**src/rtl/debounce_pkg.sv**
```systemverilog
// Shared definitions for the input debouncer: channel FSM encoding and counter sizing.
package debounce_pkg;

    typedef enum logic {
        StStable  = 1'b0,
        StPending = 1'b1
    } deb_state_e;

    // Counter must hold the value DEBOUNCE_CYCLES itself.
    function automatic int unsigned cnt_width(input int unsigned cycles);
        return $clog2(cycles + 1);
    endfunction

endpackage

```
**src/rtl/debounce_channel.sv**
```systemverilog
// One debounced input bit: metastability synchroniser followed by a two-state
// accept/reject FSM with a saturating hold counter.
module debounce_channel
    import debounce_pkg::*;
#(
    parameter int unsigned SYNC_STAGES     = 2,
    parameter int unsigned DEBOUNCE_CYCLES = 1000,
    parameter bit          REST_LEVEL      = 1'b1
) (
    input  logic clk,
    input  logic rst,
    input  logic raw_i,
    output logic clean_o,
    output logic rise_o,
    output logic fall_o,
    output logic bounce_o
);

    localparam int unsigned     CntW   = cnt_width(DEBOUNCE_CYCLES);
    localparam logic [CntW-1:0] CntMax = CntW'(DEBOUNCE_CYCLES);

    logic [SYNC_STAGES-1:0] sync_q;
    logic                   level;
    deb_state_e             state_q;
    logic [CntW-1:0]        cnt_q;
    logic                   clean_q;
    logic                   rise_q;
    logic                   fall_q;
    logic                   bounce_q;

    // Plain shift chain; nothing may sit between these flops.
    always_ff @(posedge clk) begin
        if (rst) begin
            sync_q <= {SYNC_STAGES{REST_LEVEL}};
        end else begin
            sync_q <= {sync_q[SYNC_STAGES-2:0], raw_i};
        end
    end

    assign level = sync_q[SYNC_STAGES-1];

    always_ff @(posedge clk) begin
        if (rst) begin
            state_q  <= StStable;
            cnt_q    <= '0;
            clean_q  <= REST_LEVEL;
            rise_q   <= 1'b0;
            fall_q   <= 1'b0;
            bounce_q <= 1'b0;
        end else begin
            rise_q <= 1'b0;
            fall_q <= 1'b0;
            unique case (state_q)
                StStable: begin
                    if (level != clean_q) begin
                        state_q <= StPending;
                        cnt_q   <= CntW'(1);
                    end else begin
                        cnt_q <= '0;
                    end
                end
                StPending: begin
                    if (level == clean_q) begin
                        // Level fell back before confirmation: drop it and remember.
                        state_q  <= StStable;
                        cnt_q    <= '0;
                        bounce_q <= 1'b1;
                    end else if (cnt_q == CntMax) begin
                        state_q <= StStable;
                        cnt_q   <= '0;
                        clean_q <= level;
                        rise_q  <= level;
                        fall_q  <= ~level;
                    end else begin
                        cnt_q <= cnt_q + 1'b1;
                    end
                end
            endcase
        end
    end

    assign clean_o  = clean_q;
    assign rise_o   = rise_q;
    assign fall_o   = fall_q;
    assign bounce_o = bounce_q;

endmodule

```
**src/rtl/input_debouncer.sv**
```systemverilog
// Multi-channel synchroniser/debouncer for encoder contacts and push-buttons;
// each bit is handled by an independent debounce_channel.
module input_debouncer #(
    parameter int unsigned CHANNELS        = 3,
    parameter int unsigned SYNC_STAGES     = 2,
    parameter int unsigned DEBOUNCE_CYCLES = 1000,
    parameter bit          REST_STATE      = 1'b1
) (
    input  logic                clk,
    input  logic                rst,
    input  logic [CHANNELS-1:0] raw_in,
    output logic [CHANNELS-1:0] clean_out,
    output logic [CHANNELS-1:0] rise_pulse,
    output logic [CHANNELS-1:0] fall_pulse,
    output logic [CHANNELS-1:0] bounce_seen
);

    for (genvar i = 0; i < CHANNELS; i++) begin : g_chan
        debounce_channel #(
            .SYNC_STAGES    (SYNC_STAGES),
            .DEBOUNCE_CYCLES(DEBOUNCE_CYCLES),
            .REST_LEVEL     (REST_STATE)
        ) u_chan (
            .clk     (clk),
            .rst     (rst),
            .raw_i   (raw_in[i]),
            .clean_o (clean_out[i]),
            .rise_o  (rise_pulse[i]),
            .fall_o  (fall_pulse[i]),
            .bounce_o(bounce_seen[i])
        );
    end

endmodule
```
**config.mk**
```make
export PLATFORM = sky130hd
export DESIGN_NAME = input_debouncer
export DESIGN_NICKNAME = d
export VERILOG_FILES = /design/src/rtl/debounce_pkg.sv /design/src/rtl/debounce_channel.sv /design/src/rtl/input_debouncer.sv
export SDC_FILE = /design/constraint.sdc
export NUM_CORES = 1
export LEC_CHECK = 0
export CAP_MARGIN = 20
export CORE_MARGIN = 10
export CORE_UTILIZATION = 40
export DETAILED_ROUTE_END_ITERATION = 8
export DONT_BUFFER_PORTS = 1
export GPL_TIMING_DRIVEN = 0
export PLACE_DENSITY = 0.66
export SETUP_SLACK_MARGIN = 0.15
export SLEW_MARGIN = 20
export SYNTH_ARGS = -nofsm -noshare
export SYNTH_HDL_FRONTEND = slang
export SYNTH_SLANG_ARGS = --single-unit
```
**constraint.sdc**
```tcl
create_clock -name clk -period 1.3 [get_ports clk]
set_input_delay 0.26 -clock clk [delete_from_list [all_inputs] [get_ports clk]]
set_output_delay 0.26 -clock clk [all_outputs]
set_load 0.1 [all_outputs]
```
==> impl_metrics.tcl <==
set metrics [dict create \
    critical-path-slowest-cell "dfxtp_2" \
    drt_iter0_drc 40 \
    rr_endpoint "g_chan[0].u_chan.cnt_q[7]" \
    r2r_slack_ps -50 \
    timing.clock.skew_ps 4.47 \
    total_power_w 0.00249 \
    p_per_area_nw_per_um2 842 \
    synth_edf_count 0 \
    wirelength_mm 4.08 \
    violations "negative setup slack" \
    grt_overflow_total 0 \
    synth_seq_cells 51 \
    drive_gt1_share_pct 48.5 \
    fin_util_pct 54.4 \
    vias 1596 \
    tightest_slew_ps 640 \
    post_drt_wl_per_cell_um 12.2 \
    numCtsBuffers 5 \
    dieArea_um2 8950 \
    synth_area_um2 2230 \
    synth-main-ff-cell "dfxtp_1" \
    via_per_inst 4.78 \
    fin_area_um2 2960 \
    vdd_ir_drop_max_uv 594 \
    synth_nets 248 \
    clkTransAtPathRegs_ps 80 \
    first_global_vias 1649 \
    critPathCapture "g_chan[0].u_chan.cnt_q[7]" \
    root_buffer "clkbuf_8" \
    die_x_um 94.6 \
    num_antenna_cells 0 \
    ant_nets 0 \
    first_pass_iters 4 \
    cts_buffer_depth 2 \
    min_period_over_period_pct 104 \
    reg2reg_depth 7 \
    netlist_instances 237 \
    clock_latency_ps 290 \
    syn_area_per_cell_um2 9.40 \
    grt_pass1_wl_mm 7.12 \
    synth_cell_types 42 \
    track_usage_pct 9.76 \
    dp.cells 309 \
    status "complete, but fails checks" \
    switching_share_pct 20.9 \
    routabilityCongestion 0.732 \
    initial_utilization_pct 40.9 \
    drv_slew 0 \
    finalWorstSetupSlack_ps -50.8 \
    cts_hold_buf 0 \
    crit_arrival_ps 1540 \
    synthTopCellsByArea "dfxtp_1 (46%), nor2_1 (6.4%), xnor2_1 (4.7%), buf_4 (4.0%), ha_1 (3.4%)" \
    pwr-share-comb_pct 4.3 \
    yosysSeqAreaShare_pct 45.8 \
    hold_viol 0 \
    top_level_ports 17 \
    end_kind "register" \
    dpl_cell_area_um2 2390 \
    p_seq_share_pct 63.6 \
    finalNetCount 274 \
    hold_class "input pin to register" \
    cap_violations 0 \
    cp_cell_sequence "inv_2, ha_4, nand2_4, buf_4, nor3_4, a21oi_1, o221a_4" \
    antenna_found_initial 0 \
    netlist.area_leader.share_pct 45.8 \
    drc 0 \
    grt_max_degree 14 \
    fmax_ghz 0.740 \
    ys_async_sr_fraction_pct 0 \
    io_buffers 0 \
    setup_viol 16 \
    slew_headroom_pct 57.3 \
    holdPathStages 1 \
    cts_tree "built" \
    power.share.clock_pct 32.1 \
    fin_cells 334 \
    p_sw_w 0.000520 \
    dp_hpwl_mm 2.80 \
    required_ps 1490 \
    syn2layout_area_growth_pct 32.9 \
    min_period_ps 1350 \
    rsz0062_at_grt "yes" \
    yosys_warnings 0 \
    r2r-start "g_chan[0].u_chan.cnt_q[0]" \
    num_rows 27 \
    htreeDepth 2 \
    core_area_um2 5440 \
    die_y_um 94.6 \
    critPathKind "register to register" \
    critPathMaxStageDelay_ps 340 \
    cts_sinks 51 \
    p_int_w 0.00197 \
    p_leak_nw 1.09 \
    cp_max_fo 3 \
    synth_largest_area_cell "dfxtp_1" \
    cp-start-kind "register" \
    crit_path_start "g_chan[0].u_chan.cnt_q[0]" \
]
-- layout by cell type (no fill, tap or decap), drive strengths merged, types with 3 or more instances in the layout --
cell / netlist / routed
xnor2: 12 / 12
inv: 16 / 16
nand2: 13 / 13
nand4: 5 / 5
nand3: 11 / 11
nor2: 38 / 38
clkbuf: 1 / 7
and3: 5 / 5
buf: 14 / 33
xor2: 6 / 6
nor3: 7 / 7
a21oi: 10 / 10
ha: 6 / 6
dfxtp: 51 / 51
or2: 7 / 7
nand2b: 3 / 3
-- critical path, delay by kind of cell (launching register included) --
| family | cells | cell delay [ps] |
|---|---|---|
| flip-flops | 1 | 340 |
| AND/OR/NAND/NOR | 2 | 210 |
| buffers and inverters | 2 | 200 |
| adder cells (fa/ha/maj) | 1 | 140 |
| AO/OA/AOI/OAI | 2 | 350 |
-- state kept, by name (all words and copies together) (netlist names) --
name and count:
g_chan.u_chan.state_q 3, g_chan.u_chan.clean_o 3, g_chan.u_chan.sync_q 6, g_chan.u_chan.rise_o 3, g_chan.u_chan.fall_o 3, g_chan.u_chan.cnt_q 30, g_chan.u_chan.bounce_o 3
-- logic make-up (layout without fill, tap and decap cells) --
| family | after synthesis | after routing | synth area share, % |
|---|---|---|---|
| AO/OA/AOI/OAI | 28 | 28 | 8.76 |
| XOR/XNOR | 18 | 18 | 7.08 |
| adder cells (fa/ha/maj) | 6 | 6 | 3.37 |
| buffers and inverters | 31 | 56 | 7.36 |
| flip-flops | 51 | 51 | 45.8 |
| multiplexers | 2 | 2 | 0.899 |
| AND/OR/NAND/NOR | 101 | 101 | 26.7 |
-- layout make-up --
cell class | instances | area (um2)
Sequential cell | 51 | 1060
Timing Repair Buffer | 19 | 165
Clock buffer | 6 | 72.6
Buffer | 15 | 205
Fill cell | 470 | 2480
Tap cell | 72 | 90.1
Multi-Input combinational cell | 155 | 1300
Inverter | 16 | 62.6
-- per-stage QoR --
stage / setup TNS [ps] / worst slack, ps / hold WS (ps)
after floorplan: 0 / 71.2 / 364
after global placement: -386 / -83.5 / 366
after detailed placement: -531 / -85.5 / 368
after CTS: -115 / -29.9 / 58.9
after global routing: -2490 / -116 / 49.4
final: -399 / -50.8 / 72.0
-- worst min path at each step --
| stage | startpoint | end | slack, ps |
|---|---|---|---|
| floorplan | raw_in[0] | g_chan[0].u_chan.sync_q[0] | 360 |
| global placement | raw_in[2] | g_chan[2].u_chan.sync_q[0] | 370 |
| detailed placement | raw_in[2] | g_chan[2].u_chan.sync_q[0] | 370 |
| CTS | raw_in[0] | g_chan[0].u_chan.sync_q[0] | 60 |
| global route | raw_in[2] | g_chan[2].u_chan.sync_q[0] | 50 |
| finish | raw_in[0] | g_chan[0].u_chan.sync_q[0] | 70 |
-- Yosys cell counts, types with 6 or more instances --
cell type  number
dfxtp_1        51
nor2_1         38
inv_1          16
buf_4          12
xnor2_1        12
nand2_1        11
nand3_1        11
a21oi_1        10
or2_2           7
ha_1            6
nor3_1          6
xor2_1          6
-- power groups by stage --
| stage | clock network [W] | registers, W | logic [W] |
|---|---|---|---|
| after CTS | 0.000870 | 0.00159 | 0.000101 |
| final | 0.000801 | 0.00158 | 0.000107 |
| after floorplan | 0 | 0.00162 | 0.0000683 |
| after global routing | 0.000924 | 0.00159 | 0.000117 |
| after global placement | 0 | 0.00163 | 0.0000785 |
| after detailed placement | 0 | 0.00163 | 0.0000791 |
-- repair_timing --
item	4_1_cts	5_1_grt
buffers inserted	13	6
resized for setup	64	33
pin swaps	15	17
endpoints found under the setup margin	54	47
-- layer usage --
metal  wire length, um  GRT usage (%)  up-vias
met5                 0              0        -
met3               201           3.57        2
met1              1750           10.7      738
li1                  -              -      842
met2              2100           17.0       14
met4                25           3.37        0
Note: power is estimated with default switching activity, not from simulation.
